## src/rtl/uart_pkg.sv

```systemverilog
// Shared types and constants for the UART transport blocks.
package uart_pkg;

    typedef enum logic [2:0] {
        IDLE  = 3'd0,
        FETCH = 3'd1,
        START = 3'd2,
        DATA  = 3'd3,
        STOP  = 3'd4
    } tx_state_t;

    localparam int DATA_BITS = 8;

endpackage

```

## src/rtl/transmitter_if.sv

```systemverilog
// FIFO read port between the outbound FIFO (slave) and the transmitter (master).
interface transmitter_if;
    import uart_pkg::*;

    logic [DATA_BITS-1:0] RDDATA;
    logic                 RDEN;
    logic                 RDEMPTY;

    modport master (input RDDATA, input RDEMPTY, output RDEN);
    modport slave  (output RDDATA, output RDEMPTY, input RDEN);

endinterface

```

## src/rtl/transmitter_baud_tick.sv

```systemverilog
// Bit-period timer: tick marks the last cycle of each cpb_l-cycle bit period.
module baud_tick #(
    parameter int CPB_WIDTH = 12
) (
    input  logic                 CLK,
    input  logic                 RESETn,
    input  logic                 clear,
    input  logic [CPB_WIDTH-1:0] cpb_l,
    output logic                 tick
);

    logic [CPB_WIDTH-1:0] cnt;

    // cpb_l >= 1 whenever the timer runs, so cpb_l-1 never wraps in use
    assign tick = !clear && (cnt == cpb_l - 1'b1);

    always_ff @(posedge CLK) begin
        if (!RESETn || clear || tick)
            cnt <= '0;
        else
            cnt <= cnt + 1'b1;
    end

endmodule

```

## src/rtl/transmitter.sv

```systemverilog
// UART transmitter: pulls bytes from a FIFO and sends 8-data-bit frames at the
// autobaud-measured CPB rate, with STOP_BITS stop bits.
module transmitter
    import uart_pkg::*;
#(
    parameter int CPB_WIDTH = 12,
    parameter int STOP_BITS = 1
) (
    input  logic                 CLK,
    input  logic                 RESETn,
    input  logic [CPB_WIDTH-1:0] CPB,
    transmitter_if.master        fifo,
    output logic                 TX_PIN,
    output logic                 BUSY
);

    localparam logic [2:0] LAST_BIT  = 3'(DATA_BITS - 1);
    localparam logic [2:0] STOP_LAST = 3'(STOP_BITS - 1);

    tx_state_t              state, state_n;
    logic [CPB_WIDTH-1:0]   cpb_l;
    logic [DATA_BITS-1:0]   shreg;
    logic [2:0]             bit_cnt;
    logic                   tick;
    logic                   tmr_clr;
    logic                   rd_go;

    // Gated by RESETn so no byte is popped while reset is being held
    assign rd_go     = RESETn && (state == IDLE) && (CPB != '0) && !fifo.RDEMPTY;
    assign fifo.RDEN = rd_go;
    assign BUSY      = rd_go || (state != IDLE);
    assign tmr_clr   = (state == IDLE) || (state == FETCH);

    baud_tick #(.CPB_WIDTH(CPB_WIDTH)) u_baud_tick (
        .CLK    (CLK),
        .RESETn (RESETn),
        .clear  (tmr_clr),
        .cpb_l  (cpb_l),
        .tick   (tick)
    );

    always_ff @(posedge CLK) begin
        if (!RESETn)
            state <= IDLE;
        else
            state <= state_n;
    end

    always_comb begin
        state_n = state;
        case (state)
            IDLE:    if (rd_go) state_n = FETCH;
            FETCH:   state_n = START;
            START:   if (tick) state_n = DATA;
            DATA:    if (tick && bit_cnt == LAST_BIT) state_n = STOP;
            STOP:    if (tick && bit_cnt == STOP_LAST) state_n = IDLE;
            default: state_n = IDLE;
        endcase
    end

    // TX_PIN is registered and only changes at bit boundaries
    always_ff @(posedge CLK) begin
        if (!RESETn) begin
            TX_PIN  <= 1'b1;
            cpb_l   <= '0;
            shreg   <= '0;
            bit_cnt <= '0;
        end else begin
            case (state)
                FETCH: begin
                    shreg   <= fifo.RDDATA;
                    cpb_l   <= CPB;
                    bit_cnt <= '0;
                    TX_PIN  <= 1'b0;
                end
                START: begin
                    if (tick) TX_PIN <= shreg[0];
                end
                DATA: begin
                    if (tick) begin
                        bit_cnt <= bit_cnt + 1'b1;
                        if (bit_cnt == LAST_BIT) begin
                            TX_PIN <= 1'b1;
                        end else begin
                            TX_PIN <= shreg[1];
                            shreg  <= shreg >> 1;
                        end
                    end
                end
                STOP: begin
                    if (tick)
                        bit_cnt <= (bit_cnt == STOP_LAST) ? 3'd0 : bit_cnt + 1'b1;
                end
                default: TX_PIN <= 1'b1;
            endcase
        end
    end

endmodule

```

## src/flat_wrapper.sv

```systemverilog
// flat-port wrapper written by rule: the top's interface ports become plain ports
module transmitter_flat import uart_pkg::*;
#(
    parameter int CPB_WIDTH = 12,
    parameter int STOP_BITS = 1
)
  (CLK, RESETn, CPB, TX_PIN, BUSY, fifo_RDDATA, fifo_RDEMPTY, fifo_RDEN);
  transmitter_if fifo_i ();
  input  logic CLK;
  input  logic RESETn;
  input  logic [CPB_WIDTH-1:0] CPB;
  output logic TX_PIN;
  output logic BUSY;
  input wire logic [$bits(fifo_i.RDDATA)-1:0] fifo_RDDATA;
  input wire logic [$bits(fifo_i.RDEMPTY)-1:0] fifo_RDEMPTY;
  output wire logic [$bits(fifo_i.RDEN)-1:0] fifo_RDEN;
  assign fifo_i.RDDATA = fifo_RDDATA;
  assign fifo_i.RDEMPTY = fifo_RDEMPTY;
  assign fifo_RDEN = fifo_i.RDEN;
  transmitter #(.CPB_WIDTH(CPB_WIDTH), .STOP_BITS(STOP_BITS)) u_core (.CLK(CLK), .RESETn(RESETn), .CPB(CPB), .fifo(fifo_i), .TX_PIN(TX_PIN), .BUSY(BUSY));
endmodule
```

## config.mk

```make
export PLATFORM = sky130hd
export DESIGN_NAME = transmitter_flat
export DESIGN_NICKNAME = d
export VERILOG_FILES = /design/src/rtl/uart_pkg.sv /design/src/rtl/transmitter_if.sv /design/src/rtl/transmitter_baud_tick.sv /design/src/rtl/transmitter.sv /design/src/flat_wrapper.sv
export SDC_FILE = /design/constraint.sdc
export NUM_CORES = 1
export LEC_CHECK = 0
export ABC_AREA = 0
export BUFFER_PORTS_ARGS = -buffer_cell sky130_fd_sc_hd__buf_2
export CAP_MARGIN = 10
export CORE_AREA = 2 2 109 58
export CTS_CLUSTER_DIAMETER = 30
export DETAILED_ROUTE_END_ITERATION = 10
export DIE_AREA = 0 0 111 60
export PLACE_DENSITY = 0.68
export SYNTH_ARGS = -nofsm -noshare
export SYNTH_HDL_FRONTEND = slang
export SYNTH_SLANG_ARGS = --single-unit
```

## constraint.sdc

```tcl
create_clock -name CLK -period 2.75 [get_ports CLK]
set_clock_uncertainty 0.2 [all_clocks]
set_input_delay 0.275 -clock CLK [delete_from_list [all_inputs] [get_ports CLK]]
set_output_delay 0.275 -clock CLK [all_outputs]
set_load 0.01 [all_outputs]
```

# After elaboration in Yosys (flattened, before gate mapping)
# Cells that the tools add are included.
[totals]
output_inout_bits = 3
wordCells = 62
inputBits = 23
reg_bits = 39
[op_classes]
mux = 16
add_sub_neg = 3
n_eq_ne = 13
n_reduce_logical = 23
bitwise = 1
[op_table]
columns = ["operator", "count"]
rows = [
  ["two-way mux 3 bit", 7],
  ["two-way mux 8 bit", 2],
  ["case mux 8 bit (2 select lines)", 1],
  ["case mux 3 bit (5 select lines)", 1],
  ["adder 12 x 1 -> 12 bit, second input constant", 1],
  ["== test 12 bit", 1],
  ["!= test 2 x 1 -> 1 bit, second input constant", 6],
  ["nonzero test 12 bit", 1],
  ["subtractor 12 x 1 -> 12 bit, second input constant", 1],
  ["case mux 3 bit (3 select lines)", 1],
  ["AND reduction 3 bit", 3],
  ["== test 3 x 2 -> 1 bit, second input constant", 2],
  ["== test 3 bit, second input constant", 2],
  ["logical AND 1 bit", 6],
  ["zero test 3 bit", 2],
  ["nonzero test 3 bit", 2],
  ["logical OR 1 bit", 4],
  ["case mux 1 bit (4 select lines)", 1],
  ["AND reduction 4 bit", 1],
  ["adder 3 x 1 -> 3 bit, second input constant", 1],
  ["== test 3 x 1 -> 1 bit, second input constant", 1],
  ["zero test 1 bit", 3],
  ["two-way mux 1 bit", 3],
  ["!= test 2 bit, second input constant", 1],
  ["2 further kinds", 2],
]

# Depth between registers and ports, before layout
[logic_depth]
ltp_word = 7
depth_mapped = 9
depth_no_buf = 8

# By module
# Synthesis repeated with hierarchy kept, for this count alone.
[unflattened]
cells_unflattened = 279
hier_area_um2 = 2274.7
[by_module_without_submodules]
columns = ["mod", "seq_area_each_um2", "area_per_inst_um2", "n_inst", "cells_per_inst"]
rows = [
  ["transmitter", 540.5, 1311.3, 1, 154],
  ["baud_tick", 240.2, 963.4, 1, 125],
]

# Least setup slack after synthesis
# Ideal clock, no wire load.
[synth_path]
path_type = "reg2reg"
start = "register u_core.cpb_l[0]"
end = "register u_core.u_baud_tick.cnt[2]"
path_buffers = 1
synth_period_minus_slack_ns = 2.381
setup_slack_ns = 0.369
stages_incl_launch_ff = 10
t_arrival_ns = 2.066
t_required_ns = 2.435
setup_ns = 0.115
path_cell_list = "dfxtp_1 > inv_1 > ha_1 > nor4b_2 > or2_2 > a211o_1 > a31oi_4 > a21o_1 > buf_4 > nor2_1"
[synth_via]
elab_chain_len = 4
[synth_rtl]
columns = ["item", "line", "source"]
rows = [
  ["start, declared", "transmitter.sv:21", "logic [CPB_WIDTH-1:0] cpb_l;"],
  ["start signal, assigned", "transmitter.sv:65", "cpb_l <= '0;"],
  ["start signal, assigned", "transmitter.sv:72", "cpb_l <= CPB;"],
  ["subtractor 12 x 1 -> 12 bit", "transmitter_baud_tick.sv:15", "assign tick = !clear && (cnt == cpb_l - 1'b1);"],
  ["== test 12 bit", "transmitter_baud_tick.sv:15", ""],
  ["logical AND 1 bit", "transmitter_baud_tick.sv:15", ""],
  ["logical OR 1 bit", "transmitter_baud_tick.sv:18", "if (!RESETn || clear || tick)"],
  ["end signal, assigned", "transmitter_baud_tick.sv:21", "cnt <= cnt + 1'b1;"],
  ["end, declared", "transmitter_baud_tick.sv:12", "logic [CPB_WIDTH-1:0] cnt;"],
]
# No other way between the ends.
# A chain may end at the register's enable or synchronous reset.

# Final worst setup path
[layout_path]
start = "register u_core.cpb_l[0]"
end = "register u_core.u_baud_tick.cnt[11]"
# The elaborated chain is that of the path after synthesis.

==> key figures <==
Detailed routing
  • Vias per cell: 5.18
  • Starting DRT DRC Count: 120
  • DR vias: 1939
  • Routed Wire Length: 5410 um
  • Drt wl/cell: 14.5 um
  • Post-route ant nets: 0
  • DRC viols: 0
  • Pre-antenna DRT Iters: 4

Logic synthesis
  • Mapped Cells: 267
  • Register area share after synthesis: 0.342
  • Most common flop cell mapped by yosys: dfxtp_1
  • Syn Nets: 295
  • Avg Synthesized Cell Area: 8.55 um2
  • Async set-or-reset flop fraction in the synthesized netlist: 0
  • Area of the mapped netlist: 0.00228 mm2
  • Number of flops mapped to enable cells by yosys: 0
  • FF+latch count, synth: 39
  • Synth Warn #: 0
  • Count of cell types in the netlist: 48

Power
  • Total power draw: 1.33 mW
  • PwrDens: 499 mW/mm2
  • Combinational power share: 0.128
  • Sequential power share: 0.447
  • Net Sw Frac: 0.250
  • Pint: 996 uW
  • Net switching power: 333 uW
  • Leak: 1.07 nW
  • VDD IR max: 207 uV
  • Clock power frac: 0.424

Clock tree
  • Clock buffer count from CTS: 5
  • Clock root buffer: clkbuf_16
  • CTS tree: built
  • Max clock buf depth: 2
  • Worst-path clk slew: 0.06 ns
  • Postcts setup bufs: 0
  • Clock Latency Late Sink: 0.28 ns
  • Clk sinks: 39
  • Cts repair resizes: 0
  • Htree depth: 2
  • CTS Hold Buffers Added: 0

Placed design
  • IO buf count: 25
  • Worst slack, placed: 0.187 ns
  • # placed instances: 366
  • Dpl hpwl: 4170 um
  • Routability cong.: 0.838

Finish
  • Ant. Diodes: 0
  • # nets final: 324
  • Area grow syn2layout: 16.5%
  • Fraction of layout cells with a size suffix above 1: 0.195
  • Final cell count without fillers: 374
  • Final Core Density: 0.460

Timing
  • Setup violators final: 0
  • Tcrit/Tclk final: 0.937
  • Slew @ Worst Pin: 0.517 ns
  • Fin Setup TNS: 0 ns
  • Unrepaired setup endpoints after global routing: no
  • Slew Viols, Final: 0
  • Slew headroom: 0.652
  • Worst setup slack after layout: 0.174 ns
  • Min Tclk post-route: 2.58 ns
  • Hold Fails Final Rpt: 0
  • Max Clock Freq: 388 MHz

Die
  • Full die area: 0.00666 mm2
  • Die X: 111 um
  • Row Count: 20
  • I/O pin count: 26
  • Initial Utilization: 0.395
  • Die height: 60 um
  • Placeable Area: 0.00578 mm2

GRT
  • Total GRT Usage: 0.176
  • Initial antenna violation count: 0
  • Largest net degree at the start of global routing: 36
  • Vias in the first global route: 1766
  • First-pass GRT wire length: 9050 um
  • Total congestion overflow: 0

Hold path
  • Hold Crit Class: primary input to register
  • Hold Startpoint: CPB[7]
  • Worst Hold Path EP: u_core.cpb_l[7]
  • Hold depth: 3

Critical path
  • CP Max Fanout: 12
  • Arr. time, crit path: 2.55 ns
  • Worst path bufs/invs: 2
  • CP top delay family: compound AO/OA/AOI/OAI gates
  • Reg2Reg Setup Slack: 0.17 ns
  • R2r startpoint: u_core.cpb_l[0]
  • WS Path Type: register to register
  • Critical path capture point type: register
  • Reg-to-Reg End: u_core.u_baud_tick.cnt[11]
  • Slowest CP cell: dfxtp_1
  • Cells along the critical path: inv_1 > ha_1 > nor4b_2 > or2_2 > a211o_1 > a31oi_4 > a21o_1 > buf_12 > nor2_1
  • Reg2reg path depth: 9
  • CP Data Required Time: 2.72 ns
  • CP Launch Type: register
  • Critical path's largest stage delay: 0.43 ns

Outcome
  • Status: finished clean

Run
  • MaxCap Viol Count: 0
per-layer routing:
metal | wire, um | vias to the layer above | GRT usage
li1 | - | 977 | -
met2 | 2060 | 47 | 0.236
met3 | 345 | 4 | 0.0375
met1 | 2970 | 911 | 0.279
met5 | 0 | - | 0
met4 | 44 | 0 | 0.0429
stage by stage:
stage                     hold slack (ns)  cell area (um2)
after floorplan                     0.210             2280
after global placement              0.241             2520
after detailed placement            0.257             2520
after CTS                          0.0406             2660
after global routing               0.0584             2660
final                              0.0397             2660
area by class of cell:
cell class                 count  area [um2]
fill                         566        3120
multi-input combinational    208        1410
sequential                    39         781
timing repair buffer          32         190
clock buffer                   6         129
tap                           77        96.3
inverter                      10        37.5
clock inverter                 2        12.5
how the worst max path moves through the flow:
stage | to | start | cells past startpoint
2_1_floorplan | u_core.u_baud_tick.cnt[2] | u_core.cpb_l[0] | 9
3_3_place_gp | u_core.u_baud_tick.cnt[0] | u_core.cpb_l[0] | 9
3_5_place_dp | u_core.u_baud_tick.cnt[11] | u_core.cpb_l[0] | 9
4_1_cts | u_core.u_baud_tick.cnt[8] | u_core.cpb_l[0] | 9
5_1_grt | u_core.u_baud_tick.cnt[11] | u_core.cpb_l[0] | 9
6_report | u_core.u_baud_tick.cnt[11] | u_core.cpb_l[0] | 9
worst reg2reg max path: stages (launching register included):
cell and delay, ns:
dfxtp_1 0.43, inv_1 0.07, ha_1 0.23, nor4b_2 0.19, or2_2 0.29, a211o_1 0.33, a31oi_4 0.33, a21o_1 0.22
buf_12 0.14, nor2_1 0.05
Yosys cell counts (3+ instances only):
cell type	n	area (um2)
inv_1	10	37.5
clkbuf_1	6	22.5
mux2i_1	10	100
nand2b_1	6	37.5
nor4_1	4	25.0
a21boi_0	10	75.1
and3_1	5	31.3
o21ai_0	3	15.0
a21boi_1	6	45.0
a211oi_1	4	30.0
nand2_1	49	184
ha_1	5	62.6
mux2_2	7	78.8
a21oi_1	3	15.0
xnor2_1	14	123
xor2_1	12	105
and2_1	4	25.0
nor2_1	23	86.3
nor3_1	3	15.0
dfxtp_1	39	781
nand3_1	11	55.1
flip-flops by register name, indices dropped and copies added (netlist names):
register / cells
u_core.state: 3
u_core.bit_cnt: 3
u_core.cpb_l: 12
u_core.u_baud_tick.cnt: 12
u_core.shreg: 8
u_core.TX_PIN: 1
power groups by stage:
| stage | clock network [mW] | registers [mW] | logic [mW] |
|---|---|---|---|
| global route | 0.603 | 0.597 | 0.188 |
| CTS | 0.572 | 0.594 | 0.170 |
| finish | 0.564 | 0.594 | 0.170 |
| detailed placement | 0 | 0.607 | 0.169 |
| floorplan | 0 | 0.600 | 0.120 |
| global placement | 0 | 0.606 | 0.165 |
placed cells by master (no fill, tap or decap), types with 4 or more instances in the layout:
| cell type | count |
|---|---|
| nand2_1 | 49 |
| and3_1 | 5 |
| inv_1 | 10 |
| dfxtp_1 | 39 |
| nand3_1 | 11 |
| nand2b_1 | 6 |
| ha_1 | 5 |
| xor2_1 | 12 |
| a211oi_1 | 4 |
| buf_2 | 25 |
| a21boi_0 | 10 |
| mux2i_1 | 10 |
| nor2_1 | 23 |
| clkbuf_16 | 5 |
| nor4_1 | 4 |
| and2_1 | 4 |
| a21boi_1 | 6 |
| mux2_2 | 7 |
| buf_4 | 6 |
| xnor2_1 | 14 |
cells by family after synthesis:
| kind of cell | share of synthesized area |
|---|---|
| AND/OR/NAND/NOR | 0.261 |
| AO/OA/AOI/OAI | 0.152 |
| flip-flops | 0.342 |
| XOR/XNOR | 0.0997 |
| buffers and inverters | 0.0389 |
| multiplexers | 0.0784 |
| adder cells (fa/ha/maj) | 0.0274 |
Power figures use the tool's default switching activity.
